$ cat src/rtl/twiddle_cordic_gen.sv
// Iterative CORDIC twiddle source: phase k -> (cos, sin) of 2*pi*k/2^PHASE_W in Q0.11; result ITER+1 clocks after start.
// No backpressure: one job in flight, start is ignored while busy or in DONE; outputs hold until the next result.
module twiddle_cordic_gen #(
  parameter int PHASE_W = 8,
  parameter int OUT_W   = 12,
  parameter int ITER    = 12,
  parameter int Z_W     = 16,
  parameter int XY_W    = 16
) (
  input  logic                    clk,
  input  logic                    rst,
  input  logic                    start,
  input  logic [PHASE_W-1:0]      phase,
  output logic                    busy,
  output logic                    out_valid,
  output logic signed [OUT_W-1:0] cos_2p_by,
  output logic signed [OUT_W-1:0] sin_2p_by
);

  localparam int CNT_W = 4;
  localparam logic signed [XY_W-1:0] X_INIT  = XY_W'(9949);
  localparam logic signed [XY_W+1:0] SAT_MAX = (XY_W+2)'((1 << (OUT_W-1)) - 1);
  localparam logic signed [XY_W+1:0] SAT_MIN = -SAT_MAX;

  typedef enum logic [1:0] {IDLE, ROTATE, DONE} state_t;

  state_t                 state;
  logic [CNT_W-1:0]       cnt;
  logic [1:0]             quad;
  logic signed [XY_W-1:0] x, y;
  logic signed [Z_W-1:0]  z;

  // atan(2^-i) in angle units where a full turn is 2^16
  function automatic logic signed [Z_W-1:0] atan_lut(input logic [CNT_W-1:0] i);
    case (i)
      4'd0:    atan_lut = Z_W'(8192);
      4'd1:    atan_lut = Z_W'(4836);
      4'd2:    atan_lut = Z_W'(2555);
      4'd3:    atan_lut = Z_W'(1297);
      4'd4:    atan_lut = Z_W'(651);
      4'd5:    atan_lut = Z_W'(326);
      4'd6:    atan_lut = Z_W'(163);
      4'd7:    atan_lut = Z_W'(81);
      4'd8:    atan_lut = Z_W'(41);
      4'd9:    atan_lut = Z_W'(20);
      4'd10:   atan_lut = Z_W'(10);
      4'd11:   atan_lut = Z_W'(5);
      4'd12:   atan_lut = Z_W'(3);
      4'd13:   atan_lut = Z_W'(1);
      default: atan_lut = '0;
    endcase
  endfunction

  // Q1.14 -> Q0.11, round half up, clamp symmetric so -2048 never appears
  function automatic logic signed [OUT_W-1:0] to_q011(input logic signed [XY_W:0] v);
    logic signed [XY_W+1:0] t;
    t = (XY_W+2)'(v) + (XY_W+2)'(4);
    t = t >>> 3;
    if (t > SAT_MAX)      to_q011 = SAT_MAX[OUT_W-1:0];
    else if (t < SAT_MIN) to_q011 = SAT_MIN[OUT_W-1:0];
    else                  to_q011 = t[OUT_W-1:0];
  endfunction

  logic signed [Z_W-1:0]  z_init;
  logic signed [XY_W-1:0] xs, ys, x_n, y_n;
  logic signed [Z_W-1:0]  at, z_n;
  logic signed [XY_W:0]   xe, ye, fc, fs;
  logic signed [OUT_W-1:0] cos_n, sin_n;

  // Quadrant lives in the top two phase bits; the rest is the first-quadrant angle
  assign z_init = {2'b00, phase[PHASE_W-3:0], {(Z_W-PHASE_W){1'b0}}};

  always_comb begin
    xs = x >>> cnt;
    ys = y >>> cnt;
    at = atan_lut(cnt);
    if (!z[Z_W-1]) begin
      x_n = x - ys;
      y_n = y + xs;
      z_n = z - at;
    end else begin
      x_n = x + ys;
      y_n = y - xs;
      z_n = z + at;
    end
  end

  always_comb begin
    xe = (XY_W+1)'(x);
    ye = (XY_W+1)'(y);
    fc = xe;
    fs = ye;
    case (quad)
      2'd1: begin fc = -ye; fs = xe;  end
      2'd2: begin fc = -xe; fs = -ye; end
      2'd3: begin fc = ye;  fs = -xe; end
      default: ;
    endcase
    cos_n = to_q011(fc);
    sin_n = to_q011(fs);
  end

  always_ff @(posedge clk or posedge rst) begin
    if (rst) begin
      state     <= IDLE;
      busy      <= 1'b0;
      out_valid <= 1'b0;
      cos_2p_by <= '0;
      sin_2p_by <= '0;
      cnt       <= '0;
      quad      <= '0;
      x         <= '0;
      y         <= '0;
      z         <= '0;
    end else begin
      out_valid <= 1'b0;
      case (state)
        IDLE: begin
          if (start) begin
            quad  <= phase[PHASE_W-1:PHASE_W-2];
            x     <= X_INIT;
            y     <= '0;
            z     <= z_init;
            cnt   <= '0;
            busy  <= 1'b1;
            state <= ROTATE;
          end
        end
        ROTATE: begin
          x <= x_n;
          y <= y_n;
          z <= z_n;
          if (cnt == CNT_W'(ITER-1)) begin
            cnt   <= '0;
            state <= DONE;
          end else begin
            cnt <= cnt + CNT_W'(1);
          end
        end
        DONE: begin
          cos_2p_by <= cos_n;
          sin_2p_by <= sin_n;
          out_valid <= 1'b1;
          busy      <= 1'b0;
          state     <= IDLE;
        end
        default: state <= IDLE;
      endcase
    end
  end

endmodule

$ cat config.mk
export PLATFORM = sky130hd
export DESIGN_NAME = twiddle_cordic_gen
export DESIGN_NICKNAME = d
export VERILOG_FILES = /design/src/rtl/twiddle_cordic_gen.sv
export SDC_FILE = /design/constraint.sdc
export NUM_CORES = 1
export LEC_CHECK = 0
export CORE_MARGIN = 1.5
export CORE_UTILIZATION = 60
export CTS_CLUSTER_SIZE = 10
export DETAILED_ROUTE_END_ITERATION = 10
export PLACE_DENSITY = 0.76
export SLEW_MARGIN = 20
export SYNTH_ARGS = -nofsm -noshare
export SYNTH_HDL_FRONTEND = slang
export SYNTH_SLANG_ARGS = --single-unit
$ cat constraint.sdc
create_clock -name clk -period 13.3 [get_ports clk]
set_input_delay 1.33 -clock clk [delete_from_list [all_inputs] [get_ports clk]]
set_output_delay 1.33 -clock clk [all_outputs]
set_load 0.02 [all_outputs]
Yosys cells after proc, flatten, opt, wreduce, memory -nomap -nowiden:

Memory sizes are Yosys's and may differ from the RTL's.
Cells that the tools add are included.

* memories: 1
* input bits: 11
* logic and storage cells: 67
* bits in read-only memories: 224
* register bits: 82
* output and inout port bits: 26

Memory list
* (no name shown): words 16, width 14, read ports 1, clocked after memory_dff 0, write ports 0, line 35 `case (i)`

* equal/unequal tests: 8
* magnitude comparators: 4
* mux-type cells: 24
* reductions and logical operators: 7
* shift-type cells: 2
* add/sub/neg operators: 11

Operators with widths (number)
* 17-bit case mux with 3 select lines: 2
* 16-bit 2-to-1 mux: 6
* 16-bit case mux with 2 select lines: 3
* 16-bit adder: 3
* 12-bit 2-to-1 mux: 4
* 16-bit subtractor: 3
* 17-bit by 4-bit adder with 18-bit output, second input constant: 2
* 16-bit negation with 17-bit output: 2
* 16-bit by 4-bit >>> shifter with 16-bit output: 2
* 15-bit by 12-bit greater-than comparator with 1-bit output, second input constant: 2
* 15-bit by 12-bit less-than comparator with 1-bit output, second input constant: 2
* 4-bit 2-to-1 mux: 2
* 4-bit case mux with 2 select lines: 1
* 2-bit AND reduction: 4
* 2-bit equality test, second input constant: 3
* 4-bit by 1-bit adder with 4-bit output, second input constant: 1
* 2-bit by 1-bit equality test with 1-bit output, second input constant: 2
* 4-bit equality test, second input constant: 1
* 2-bit 2-to-1 mux: 2
* 2-bit inequality test, second input constant: 2
* 2-bit case mux with 2 select lines: 1
* 2-bit nonzero test: 2
* 2-bit zero test: 1
* 1-bit 2-to-1 mux: 2
* 1-bit case mux with 2 select lines: 1

Longest topological paths before layout:

* word-level depth: 6
* gate-level depth with buffers: 24

Worst setup path after synthesis:

Ideal clock, no wire load.

* path kind: flip-flop to flip-flop
* start point: reg cnt[0]
* end point: reg z[14]
* period minus slack after synthesis: 5.108 ns
* slack: 8.192 ns
* stages on the path, launching flop included: 24
* data arrival time: 4.986 ns
* path through: dfrtp_1 buf_2 buf_2 buf_2 buf_2 inv_1 ha_1 nor2b_1 a21oi_1 a21oi_1 ha_1 nor2_1 xnor2_1 ha_1 nor2b_1 o21ai_0 a21oi_1 o21ai_0 a21oi_1 o21ai_0 a21oi_1 o311a_1 or3_1 a32o_1

* longest elaborated chain between the ends: 4

RTL lines
* start: declaration: line 28 `logic [CNT_W-1:0] cnt;`
* start signal: assignment: line 137 `cnt <= cnt + CNT_W'(1);`
* memory read 16 x 14 bit *
* 16-bit subtractor / 16-bit adder (equally long branches): line 80, 84
* 16-bit 2-to-1 mux *: line 77 `if (!z[Z_W-1]) begin`
* 16-bit case mux with 2 select lines *: line 117 `case (state)`
* end signal: assignment: line 123 `z <= z_init;`
* end signal: assignment: line 132 `z <= z_n;`
* end: declaration: line 31 `logic signed [Z_W-1:0] z;`

Every way passes the cells marked *; elsewhere a longest branch is shown, timed or not.
A chain may end at the register's enable or synchronous reset.

Final worst setup path:

* start point: reg cnt[3]
* end point: reg y[15]

* longest elaborated chain between the ends: 4

RTL lines
* 16-bit by 4-bit >>> shifter with 16-bit output *: line 74 `xs = x >>> cnt;`
* 16-bit adder / 16-bit subtractor (equally long branches): line 79, 83
* 16-bit 2-to-1 mux *: line 77
* 16-bit case mux with 2 select lines *: line 117
* end signal: assignment: line 131 `y <= y_n;`
* end: declaration: line 30 `logic signed [XY_W-1:0] x, y;`

Marked as above.

==> key figures <==
Yosys
  • Combinational family with the most area after synthesis: compound AO/OA/AOI/OAI gates
  • Asr flop ratio synth: 1.000
  • Mapped Avg Cell Area: 7.862 µm²
  • Synth area leaders: dfrtp_1 20%, mux4_2 7.8%, ha_1 6.7%
  • Post-synthesis xor/xnor area fraction: 0.07121
  • Synth area leader: dfrtp_1
  • Top-area cell type share of the netlist area: 0.1986
  • Synth Area in Compound Gates: 0.2530
  • Yosys warning count: 0
  • Adder-cell area share of the yosys netlist: 0.07242
  • Syn Inst Count: 1,314
  • Main synth FF type: dfrtp_1
  • Mapped cell area: 10,330 µm²
  • Post-synth EDFFs: 0
  • Post-synthesis mux area share: 0.1223
  • Number of library cell types mapped by synthesis: 88
  • Syn_nets: 1,383
  • Simple logic cell fraction of the synthesized area: 0.2242
  • Register bit total from synthesis: 82
  • Sequential area share after synthesis: 0.1986

Timing
  • Final setup viols: 0
  • Clk_skew: 13.70 ps
  • Period utilization: 0.4477
  • Post-route setup TNS: 0 ps
  • Pins Over Slew Limit: 0
  • Hold_ws: 496.3 ps
  • Fmax achieved: 0.1679 GHz
  • Hold Fails Final Rpt: 0
  • Rel. slew slack: 0.2734
  • Crit path time final: 5955 ps
  • Worst-margin pin slew: 1080 ps
  • RSZ-0062 raised after global routing: no

Worst setup path
  • Critical path arrival: 6260 ps
  • CP Max Fanout: 37
  • Cells along the critical path: inv_1, mux2i_1, ha_1, nor4b_1, a31oi_1, xor2_1, ha_1, nand3_1, a2111oi_0, nor2_1, a31oi_1, a31oi_1, xor2_1, or3_1, o21ai_1
  • CP Launch Type: register
  • Bufs and invs on worst path: 1
  • Most used cell, CP: a31oi_1
  • R2R setup slack: 7350 ps
  • Top delay family on crit path: compound AO/OA/AOI/OAI gates
  • Max stage delay on crit path: 1050 ps
  • CP required: 13,600 ps
  • Slowest-stage cell, CP: dfrtp_1
  • Crit path kind: register to register
  • Crit. End Element: register

Routing
  • Post-route antenna net violation count: 0
  • DRT Wirelength: 29,770 µm
  • Via count: 10.31k
  • Drt initial violations: 1,272
  • Vias/cell: 6.887
  • Residual DRC: 0
  • Routed len/inst: 19.89 µm
  • DR pass1 iterations: 6

GRT
  • Largest net degree at the start of global routing: 80
  • Total track usage: 0.3330
  • Vias in the first global route: 9,135
  • First-pass GRT wire length: 47,860 µm
  • Overflow after GRT: 0
  • Initial antenna violation count: 0

Outcome
  • Status: complete, no violations

Hold path
  • Min-delay worst type: register to register

Clock tree
  • Clock root cell: clkbuf_16
  • Sink Count: 82
  • Skew-Pair Late Insertion Delay: 370 ps
  • Post-CTS Resized: 0
  • Post-CTS Setup Inserts: 0
  • H-tree levels: 3
  • Hold buffer count at cts: 0
  • Longest Clk Path Bufs: 2
  • CTS tree: built
  • Worst-path clk slew: 80 ps
  • Num CTS Buffers: 9

Cells and area
  • Final Core Density: 0.6549
  • Post-route cell area: 10,940 µm²
  • Net count, final: 1,341
  • Most common cell after layout, fill and taps aside: nand2_1
  • Fillers: 1,472
  • Fraction of layout cells with a size suffix above 1: 0.08771
  • Area grow syn2layout: 5.861%
  • Most frequent cells in the layout: 129 x nand2_1, 123 x nor2_1, 83 x a21oi_1, 80 x dfrtp_1, 78 x o21ai_0
  • Diodes inserted: 0

Placement
  • Detail Placement HPWL: 20,830 µm
  • # port buffers: 36
  • Area after DPL: 10,650 µm²
  • Final Wtd Congestion: 0.9220

Die
  • Initial Util: 0.6186
  • Die height: 134.2 µm
  • # rows: 47
  • Die area: 18,020 µm²
  • Core area: 16,700 µm²
  • Io pins: 37
  • Die width: 134.2 µm

Flow run
  • MaxCap Viol Count: 0
-- metrics by stage --
step / std cells / setup slack, ps
after floorplan: 1314 / 8192
after global placement: 1481 / 7795
after detailed placement: 1481 / 7552
after CTS: 1497 / 7526
after global routing: 1497 / 6935
final: 1497 / 7345
-- worst register-to-register path, delay by kind of cell (launching register included) --
kind	cells	cell delay (ps)
compound gates	5	1310
xor+xnor	2	360
fa+ha+maj	2	650
buf+inv	1	790
flops	1	1050
mux	1	560
simple gates	4	1180
-- Yosys cell counts (12+ instances only) --
cell	instances
nand2_1	129
nor2_1	124
a21oi_1	83
dfrtp_1	82
o21ai_0	78
clkbuf_1	68
ha_1	55
inv_1	49
xnor2_1	49
nor3_1	48
nand3_1	43
mux4_2	36
xor2_1	35
a31oi_1	26
mux2i_1	25
a211oi_1	20
mux2_2	18
and3_1	17
a21o_1	16
buf_1	16
o211ai_1	16
nor4_1	15
nor2b_1	14
o22ai_1	14
or3_1	14
buf_2	13
o31ai_1	12
-- registers in the layout, indices dropped and copies added, names as in the netlist --
name	count
x	16
y	16
z	16
cos_2p_by	12
sin_2p_by	12
cnt	4
quad	2
state	2
busy	1
out_valid	1
-- final timing paths --
check / startpoint / depth (start not counted) / to
worst max-delay path: cnt[3] / 15 / y[15]
worst min-delay path: cos_2p_by[11] / 2 / cos_2p_by[11]
worst max register to register: cnt[3] / 15 / y[15]
worst min register to register: cos_2p_by[11] / 2 / cos_2p_by[11]
max in group asynchronous: rst / 3 / cnt[0]
min in group asynchronous: rst / 2 / x[13]
-- final cells by class --
| class | count | area, µm² | area share |
|---|---|---|---|
| Clock buffer | 9 | 225.2 | 0.02059 |
| Clock inverter | 7 | 58.81 | 0.005377 |
| Inverter | 51 | 192.7 | 0.01762 |
| Multi-Input combinational cell | 1081 | 7687 | 0.7029 |
| Sequential cell | 82 | 2054 | 0.1879 |
| Tap cell | 220 | 275.3 | 0.02517 |
| Timing Repair Buffer | 47 | 442.9 | 0.04050 |
-- metal layers --
layer / wire length [µm] / track usage / up-vias
li1: - / - / 4837
met5: 0 / 0 / -
met1: 12770 / 0.4677 / 4869
met3: 3211 / 0.07029 / 62
met4: 785 / 0.1069 / 0
met2: 13000 / 0.5131 / 542
-- logic make-up after synthesis --
logic type,count (synthesis)
muxes,79
buffers and inverters,151
DFF,82
and+or+nand+nor,472
adders and majority gates,58
xor gates and xnor gates,84
AOI/OAI and AO/OA,388
Power is not shown: default switching activity piles up to over one toggle a cycle in this logic, so the estimate is an artifact.
